## src/rtl/regs_op_ctrl.sv

```systemverilog
// regs_op_ctrl: command-driven initiator for the Regs two-read/one-write
// register file. Accepts one command per valid/ready handshake, reads both
// operands through the Regs read ports, evaluates the operation and writes
// the result back through the Regs write port.
//
// Ports:
//   clk, rst                      clock (rising edge), async active-low reset
//   cmd_valid / cmd_ready         command handshake (ready only while idle)
//   cmd_op, cmd_rs/rt/rd, cmd_imm opcode, register fields, LI immediate
//   reg_Rs_addr_A, reg_Rt_addr_B  Regs read addresses (held until next accept)
//   rdata_A, rdata_B              Regs read data (combinational on addresses)
//   reg_Wt_addr, we, wdata        Regs write port
//   result, zero, overflow        last result and flags, held
//   done, err                     one-cycle completion / illegal-op pulses
module regs_op_ctrl (
  input  logic        clk,
  input  logic        rst,
  input  logic        cmd_valid,
  output logic        cmd_ready,
  input  logic [3:0]  cmd_op,
  input  logic [4:0]  cmd_rs,
  input  logic [4:0]  cmd_rt,
  input  logic [4:0]  cmd_rd,
  input  logic [31:0] cmd_imm,
  output logic [4:0]  reg_Rs_addr_A,
  output logic [4:0]  reg_Rt_addr_B,
  output logic [4:0]  reg_Wt_addr,
  output logic        we,
  output logic [31:0] wdata,
  input  logic [31:0] rdata_A,
  input  logic [31:0] rdata_B,
  output logic [31:0] result,
  output logic        zero,
  output logic        overflow,
  output logic        done,
  output logic        err
);

  typedef enum logic [1:0] {
    S_IDLE,
    S_READ,
    S_EXEC,
    S_WRITE
  } state_t;

  state_t      r_state;
  state_t      w_next;
  logic        r_ready;
  logic        w_accept;

  logic [3:0]  r_op;
  logic [4:0]  r_rs;
  logic [4:0]  r_rt;
  logic [4:0]  r_rd;
  logic [31:0] r_imm;
  logic [31:0] r_a;
  logic [31:0] r_b;

  logic [31:0] r_result;
  logic        r_zero;
  logic        r_ovf;
  logic [31:0] r_wdata;
  logic [4:0]  r_wt;
  logic        r_we;
  logic        r_done;
  logic        r_err;

  logic [31:0] w_sum;
  logic [31:0] w_diff;
  logic [31:0] w_res;
  logic        w_ovf;
  logic        w_err;
  logic        w_slt;

  // r_ready is only ever 1 in S_IDLE, so it alone qualifies the accept.
  assign w_accept = cmd_valid && r_ready;

  // ---------------------------------------------------------------- FSM
  always_ff @(posedge clk or negedge rst) begin
    if (!rst) begin
      r_state <= S_IDLE;
      r_ready <= 1'b0;
    end else begin
      r_state <= w_next;
      // Registered ready: low out of reset, rises on the first edge after.
      r_ready <= (w_next == S_IDLE);
    end
  end

  always_comb begin
    w_next = r_state;
    case (r_state)
      S_IDLE:  if (w_accept) w_next = S_READ;
      S_READ:  w_next = S_EXEC;
      S_EXEC:  w_next = S_WRITE;
      S_WRITE: w_next = S_IDLE;
      default: w_next = S_IDLE;
    endcase
  end

  // ---------------------------------------------------------------- ALU
  assign w_sum  = r_a + r_b;
  assign w_diff = r_a - r_b;
  assign w_slt  = ($signed(r_a) < $signed(r_b));

  always_comb begin
    w_res = '0;
    w_ovf = 1'b0;
    w_err = 1'b0;
    case (r_op)
      4'd0: w_res = r_a & r_b;
      4'd1: w_res = r_a | r_b;
      4'd2: begin
        w_res = w_sum;
        w_ovf = (r_a[31] == r_b[31]) && (w_sum[31] != r_a[31]);
      end
      4'd3: w_res = r_a ^ r_b;
      4'd4: w_res = ~(r_a | r_b);
      4'd5: w_res = r_b >> r_a[4:0];
      4'd6: begin
        w_res = w_diff;
        w_ovf = (r_a[31] != r_b[31]) && (w_diff[31] != r_a[31]);
      end
      4'd7: w_res = {31'b0, w_slt};
      4'd8: w_res = r_imm;
      default: w_err = 1'b1;
    endcase
  end

  // ----------------------------------------------------------- datapath
  always_ff @(posedge clk or negedge rst) begin
    if (!rst) begin
      r_op     <= '0;
      r_rs     <= '0;
      r_rt     <= '0;
      r_rd     <= '0;
      r_imm    <= '0;
      r_a      <= '0;
      r_b      <= '0;
      r_result <= '0;
      r_zero   <= 1'b1;
      r_ovf    <= 1'b0;
      r_wdata  <= '0;
      r_wt     <= '0;
      r_we     <= 1'b0;
      r_done   <= 1'b0;
      r_err    <= 1'b0;
    end else begin
      r_we   <= 1'b0;
      r_done <= 1'b0;
      r_err  <= 1'b0;
      case (r_state)
        S_IDLE: begin
          if (w_accept) begin
            r_op  <= cmd_op;
            r_rs  <= cmd_rs;
            r_rt  <= cmd_rt;
            r_rd  <= cmd_rd;
            r_imm <= cmd_imm;
          end
        end
        S_READ: begin
          r_a <= rdata_A;
          r_b <= rdata_B;
        end
        S_EXEC: begin
          r_result <= w_res;
          r_zero   <= (w_res == '0);
          r_ovf    <= w_ovf;
          r_wdata  <= w_res;
          r_wt     <= r_rd;
          r_we     <= !w_err && (r_rd != '0);
          r_done   <= 1'b1;
          r_err    <= w_err;
        end
        default: ;
      endcase
    end
  end

  assign cmd_ready     = r_ready;
  assign reg_Rs_addr_A = r_rs;
  assign reg_Rt_addr_B = r_rt;
  assign reg_Wt_addr   = r_wt;
  assign we            = r_we;
  assign wdata         = r_wdata;
  assign result        = r_result;
  assign zero          = r_zero;
  assign overflow      = r_ovf;
  assign done          = r_done;
  assign err           = r_err;

endmodule
```

## config.mk

```make
export PLATFORM = sky130hd
export DESIGN_NAME = regs_op_ctrl
export DESIGN_NICKNAME = d
export VERILOG_FILES = /design/src/rtl/regs_op_ctrl.sv
export SDC_FILE = /design/constraint.sdc
export NUM_CORES = 1
export LEC_CHECK = 0
export ABC_AREA = 0
export CAP_MARGIN = 20
export CORE_AREA = 5 5 158 160
export CTS_CLUSTER_SIZE = 24
export DETAILED_ROUTE_END_ITERATION = 8
export DIE_AREA = 0 0 163 165
export PLACE_DENSITY = 0.87
export RECOVER_POWER = 25
export SYNTH_ARGS = -nofsm -noshare
export SYNTH_HDL_FRONTEND = slang
export SYNTH_SLANG_ARGS = --single-unit
```

## constraint.sdc

```tcl
create_clock -name clk -period 10.7 [get_ports clk]
set_clock_uncertainty 0.2 [all_clocks]
set_input_delay 1.605 -clock clk [delete_from_list [all_inputs] [get_ports clk]]
set_output_delay 1.605 -clock clk [all_outputs]
set_load 0.02 [all_outputs]
```

==> results.toml, run 1 <==
[outcome]
status = "finished with violations"
violations = "max-capacitance violations, max-slew violations"

[clock_network]
path_clk_slew_ns = 0.08
h-tree-depth = 4
cts_made_buffers = 17
clkSinkCount = 160
tritoncts = "built"
cts_setup_buffers = 0
cts-root-buf = "clkbuf_16"
ctsResizeCount = 0
cts_hold_buf = 0
clock_latency_ns = 0.45
cts_buffer_depth = 2

[placement]
gp_congestion = 1.058
io_buffers = 202
dp_hpwl_um = 42100
pre_cts_slack_ns = 5.724

[sta]
rsz0062_at_grt = "no"
final.setup.tns_ns = 0
setup_viol = 0
hold_violations = 0
slew_headroom = -2.549
min_period_over_period = 0.6014
final.min_clock_period_ns = 6.435
worst_slack_ns = 4.265
drv_slew = 152
maxClockFrequency_ghz = 0.1554
worst_pin_slew_ns = 5.323

[final_layout]
fillers = 1806
multi_input_area_sq_um = 8912
regArea_sq_um = 4006
area_delta_synth_final_pct = 17.86
n_antenna_cell = 0
drive_gt1_frac = 0.1005
layout.nets = 1975

[synth]
synth.largest_area_cell = "dfrtp_1"
yosysUniqueCellTypes = 86
ys_seq_area_frac = 0.2871
yosys_warnings = 0
synth_top_flop_cell = "dfrtp_1"
synth_top_area_frac = 0.2852
synth.area.top_cells = "dfrtp_1 29%, ha_1 9.5%, mux2_2 6.1%"
synth_nets = 1870
async_reset_ff_frac = 1.000
yosys-top-cells-count = "171 x nand2_1, 159 x dfrtp_1, 144 x o21ai_0"
syn_area_sq_um = 13950
avgSynthCellArea_sq_um = 8.486
synth.most_common_cell = "nand2_1"
synth_seq_cells = 160
synth_edf_count = 0
postSynthCellCount = 1644

[grt]
grt_pass1_vias = 14162
grt_use_total = 0.4078
grt_pass1_wl_um = 83750
antenna_found_initial = 1
gr-total-overflow = 0
grt_max_degree = 96

[routing]
vias_per_cell = 7.000
drc = 0
vias = 14567
ant_nets = 0
wl_per_cell_um = 26.89
drtPass1Iterations = 8
routed_wl_um = 55950
drt-initial-drc-count = 2282

[floorplanning]
die_w_um = 163
boundaryPins = 203
die-area_sq_um = 26900
rows = 56
start_util = 0.5997
fp.dieH_um = 165
core_area_sq_um = 23260

[setup_path]
reg2reg_from = "r_state[0]"
critPathMaxStageDelay_ns = 2.05
rrSetupSlack_ns = 4.27
cp.required_ns = 10.83
cp_max_fo = 55
cp-start-kind = "register"
cp-end-kind = "register"
cpMaxStageDelayCell = "clkbuf_1"
cp-startpoint = "r_state[0]"
rr_worst_depth = 11
cp.arrival_ns = 6.56
path_common_cell = "inv_1"
crit_chain = "inv_1, ha_1, clkbuf_1, inv_1, a211oi_1, o21ai_0, a221o_1, nor4bb_1, and4_1, nand4_1, o32ai_2"
path_class = "register to register"

[hold_path]
hold_depth = 2
hp-class = "register to register"
worstHoldStart = "zero"

[run]
drv_cap = 2
final cells by class:
type | count | share of cell area
Clock inverter | 15 | 0.009817
Inverter | 98 | 0.02237
Clock buffer | 17 | 0.02587
Tap cell | 319 | 0.02428
Multi-Input combinational cell | 1249 | 0.5420
Timing Repair Buffer | 223 | 0.1320
Sequential cell | 160 | 0.2437
cell families (layout without fill, tap and decap cells):
logic type | Yosys count | after routing | synth area share
compound gates | 478 | 478 | 0.2249
xor+xnor | 8 | 8 | 0.005023
fa+ha+maj | 108 | 108 | 0.09794
buf+inv | 235 | 353 | 0.07704
flops | 160 | 160 | 0.2871
mux | 144 | 144 | 0.1301
simple gates | 511 | 511 | 0.1778
sequential cells by signal (all words and copies together) (netlist names):
signal / count
wdata: 32
reg_Rs_addr_A: 5
zero: 1
r_a: 32
reg_Wt_addr: 5
r_b: 32
cmd_ready: 1
reg_Rt_addr_B: 5
we: 1
done: 1
r_op: 4
err: 1
r_state: 2
r_imm: 32
r_rd: 5
overflow: 1
placed cells by master (no fill, tap or decap), types with 7 or more instances in the layout:
| cell | netlist | final |
|---|---|---|
| nand2_1 | 171 | 171 |
| clkdlybuf4s50_1 | 0 | 169 |
| dfrtp_1 | 159 | 158 |
| o21ai_0 | 144 | 144 |
| nor2_1 | 137 | 137 |
| ha_1 | 106 | 105 |
| a21oi_1 | 99 | 99 |
| inv_1 | 95 | 95 |
| mux2_2 | 75 | 75 |
| mux2i_1 | 46 | 46 |
| dlygate4sd3_1 | 0 | 32 |
| nand3_1 | 31 | 30 |
| nor3_1 | 27 | 27 |
| nor2b_1 | 26 | 26 |
| buf_4 | 36 | 20 |
| a221oi_1 | 17 | 17 |
| clkbuf_16 | 0 | 17 |
| o211ai_1 | 16 | 16 |
| a211oi_1 | 16 | 16 |
| o22ai_1 | 16 | 16 |
| o31ai_1 | 15 | 15 |
| mux4_2 | 15 | 15 |
| nand4_1 | 14 | 14 |
| a22oi_1 | 14 | 14 |
| o21bai_1 | 12 | 12 |
| a21o_1 | 11 | 11 |
| and2_1 | 11 | 11 |
| or2_2 | 10 | 10 |
| nand2b_1 | 11 | 10 |
| a2111oi_0 | 10 | 10 |
| and3_1 | 10 | 10 |
| or3_1 | 10 | 10 |
| a31oi_1 | 10 | 10 |
| nor4_1 | 9 | 9 |
| o31a_1 | 9 | 9 |
| a221o_1 | 8 | 8 |
| o21a_1 | 7 | 7 |
| o2111ai_1 | 7 | 7 |
| o221ai_1 | 7 | 7 |
| xnor2_1 | 7 | 7 |
routing by layer:
metal	vias to the layer above	track usage	routed length [um]	part of all wire
li1	6181	-	-	-
met1	6930	0.5363	20610	0.37
met2	1240	0.6143	23810	0.43
met3	216	0.1487	8776	0.16
met4	0	0.1620	2749	0.049
met5	-	0	0	0
final timing paths:
path	end
worst max-delay path	zero
min in group asynchronous	r_imm[8]
max in group asynchronous	wdata[27]
worst max register to register	zero
worst min-delay path	zero
worst min register to register	zero
critical path, delay by kind of cell (launching register included):
kind | cells | cell delay (ns)
AOI/OAI and AO/OA | 4 | 1.35
and+or+nand+nor | 3 | 0.70
DFF | 1 | 0.45
buffers and inverters | 3 | 3.47
adders and majority gates | 1 | 0.15
per-stage QoR:
step,cell area (sq um),std cells,hold slack [ns],utilization
floorplan,13950,1644,0.2702,-
global placement,15870,2049,0.2799,0.6822
detailed placement,15870,2049,0.2892,0.6822
CTS,16460,2081,0.3042,0.7074
global route,16440,2081,0.3320,0.7068
finish,16440,2081,0.3011,0.7068
Power of run 1 is left out: the tool's default activity adds up to more than one toggle a clock period on the data nets, which glitch-free logic cannot reach.
==> run 2, diff against run 1 <==
--- a/config.mk
+++ b/config.mk
@@ -7,11 +7,11 @@
 export LEC_CHECK = 0
 export ABC_AREA = 0
 export CAP_MARGIN = 20
-export CORE_AREA = 5 5 158 160
+export CORE_AREA = 5 5 164 166
 export CTS_CLUSTER_SIZE = 24
 export DETAILED_ROUTE_END_ITERATION = 8
-export DIE_AREA = 0 0 163 165
-export PLACE_DENSITY = 0.87
+export DIE_AREA = 0 0 169 171
+export PLACE_DENSITY = 0.81
 export RECOVER_POWER = 25
 export SYNTH_ARGS = -nofsm -noshare
 export SYNTH_HDL_FRONTEND = slang
==> constraint.sdc (replaced) <==
create_clock -name clk -period 6.3 [get_ports clk]
set_clock_uncertainty 0.2 [all_clocks]
set_input_delay 0.945 -clock clk [delete_from_list [all_inputs] [get_ports clk]]
set_output_delay 0.945 -clock clk [all_outputs]
set_load 0.02 [all_outputs]
==> run 2 against run 1 <==
The flow still finishes with violations (max-capacitance violations, max-slew violations). Register-to-register slack worse by 3.2 ns. Die area up 7.5%. Sequential share of layout area down 0.20 points.
==> results.toml, run 2 (same netlist as run 1, synthesis figures left out) <==
[sta]
final.setup.tns_ns = 0
hold_violations = 0
slew_headroom = -1.019
worst_pin_slew_ns = 3.029
rsz0062_at_grt = "no"
drv_slew = 148
setup_viol = 0
min_period_over_period = 0.8334
final.min_clock_period_ns = 5.250
maxClockFrequency_ghz = 0.1905

[placement]
dp.cells = 2076
gp_congestion = 1.031
dp_hpwl_um = 43960
io_buffers = 202
placed_area_sq_um = 15960

[routing]
drtPass1Iterations = 8
ant_nets = 0
drt-initial-drc-count = 2127
drc = 0
vias_per_cell = 6.808
vias = 14358
routed_wl_um = 57320
wl_per_cell_um = 27.18

[clock_network]
cts_buffer_depth = 2
ctsResizeCount = 0
path_clk_slew_ns = 0.08
h-tree-depth = 4
cts-root-buf = "clkbuf_16"
tritoncts = "built"
clock_latency_ns = 0.45
cts_setup_buffers = 0
cts_made_buffers = 17
cts_hold_buf = 0
clkSinkCount = 160

[floorplanning]
die_w_um = 169
start_util = 0.5478
rows = 59
die-area_sq_um = 28900
fp.dieH_um = 171
core_area_sq_um = 25470
boundaryPins = 203

[final_layout]
n_antenna_cell = 0
final_cells = 2109
final_common_cell = "clkdlybuf4s50_1"
layout_common_cells = "201 x clkdlybuf4s50_1, 171 x nand2_1, 158 x dfrtp_1, 144 x o21ai_0, 137 x nor2_1"
area_delta_synth_final_pct = 18.82
layout.nets = 1987
drive_gt1_frac = 0.1054
postLayoutCellArea_sq_um = 16580

[grt]
grt_max_degree = 129
grt_pass1_vias = 13910
grt_pass1_wl_um = 85880
antenna_found_initial = 1
gr-total-overflow = 0
grt_use_total = 0.3876

[setup_path]
cp-end-kind = "register"
path_class = "register to register"
cp_max_fo = 39
cp-start-kind = "register"
cp.arrival_ns = 5.36
reg2reg_from = "r_a[0]"
cp-startpoint = "r_a[0]"
cp.required_ns = 6.41
rr_worst_depth = 14

[outcome]
status = "finished with violations"
violations = "max-capacitance violations, max-slew violations"

[hold_path]
hp-class = "register to register"
worstHoldStart = "r_imm[15]"
hold_depth = 1

[run]
drv_cap = 3
run 2: layer usage:
metal,GRT usage,up-vias,wire length [um]
met5,0,-,13
met4,0.1197,2,2061
met3,0.1169,184,7768
met2,0.5909,1094,24710
met1,0.5341,6869,22760
li1,-,6209,-
run 2: critical path: stages, from the launching register on:
cell       delay [ns]
dfrtp_2          1.04
inv_1            0.22
ha_1             0.31
fa_1             0.40
o21bai_1         0.24
nand2_1          0.18
a21oi_1          0.34
o21a_1           0.22
o2111ai_1        0.16
o41ai_1          0.64
nor3_1           0.14
nor3_1           0.33
and4_1           0.29
nand4_1          0.11
o32ai_2          0.26
run 2: cell type report:
class / count / area [sq um]
sequential: 160 / 4006
timing repair buffer: 235 / 2276
clock buffer: 17 / 425.4
inverter: 98 / 367.9
clock inverter: 15 / 191.4
tap: 335 / 419.2
fill: 2105 / 8891
multi-input combinational: 1249 / 8891
run 2: through the flow:
| step | setup slack (ns) | util | hold slack (ns) |
|---|---|---|---|
| after floorplan | 2.270 | - | 0.2702 |
| after global placement | 1.592 | 0.6268 | 0.2828 |
| after detailed placement | 1.277 | 0.6268 | 0.2941 |
| after CTS | 1.247 | 0.6510 | 0.2184 |
| after global routing | 0.8511 | 0.6509 | 0.3354 |
| final | 1.050 | 0.6509 | 0.3120 |
run 2: path summary, 6_finish.rpt:
| check | end | slack, ns |
|---|---|---|
| max in group asynchronous | wdata[3] | 2.86 |
| worst min register to register | r_imm[15] | 0.31 |
| min in group asynchronous | r_a[22] | 1.05 |
| worst max register to register | zero | 1.05 |
| worst min-delay path | r_imm[15] | 0.31 |
| worst max-delay path | zero | 1.05 |
Power of run 2 is left out for the same reason.
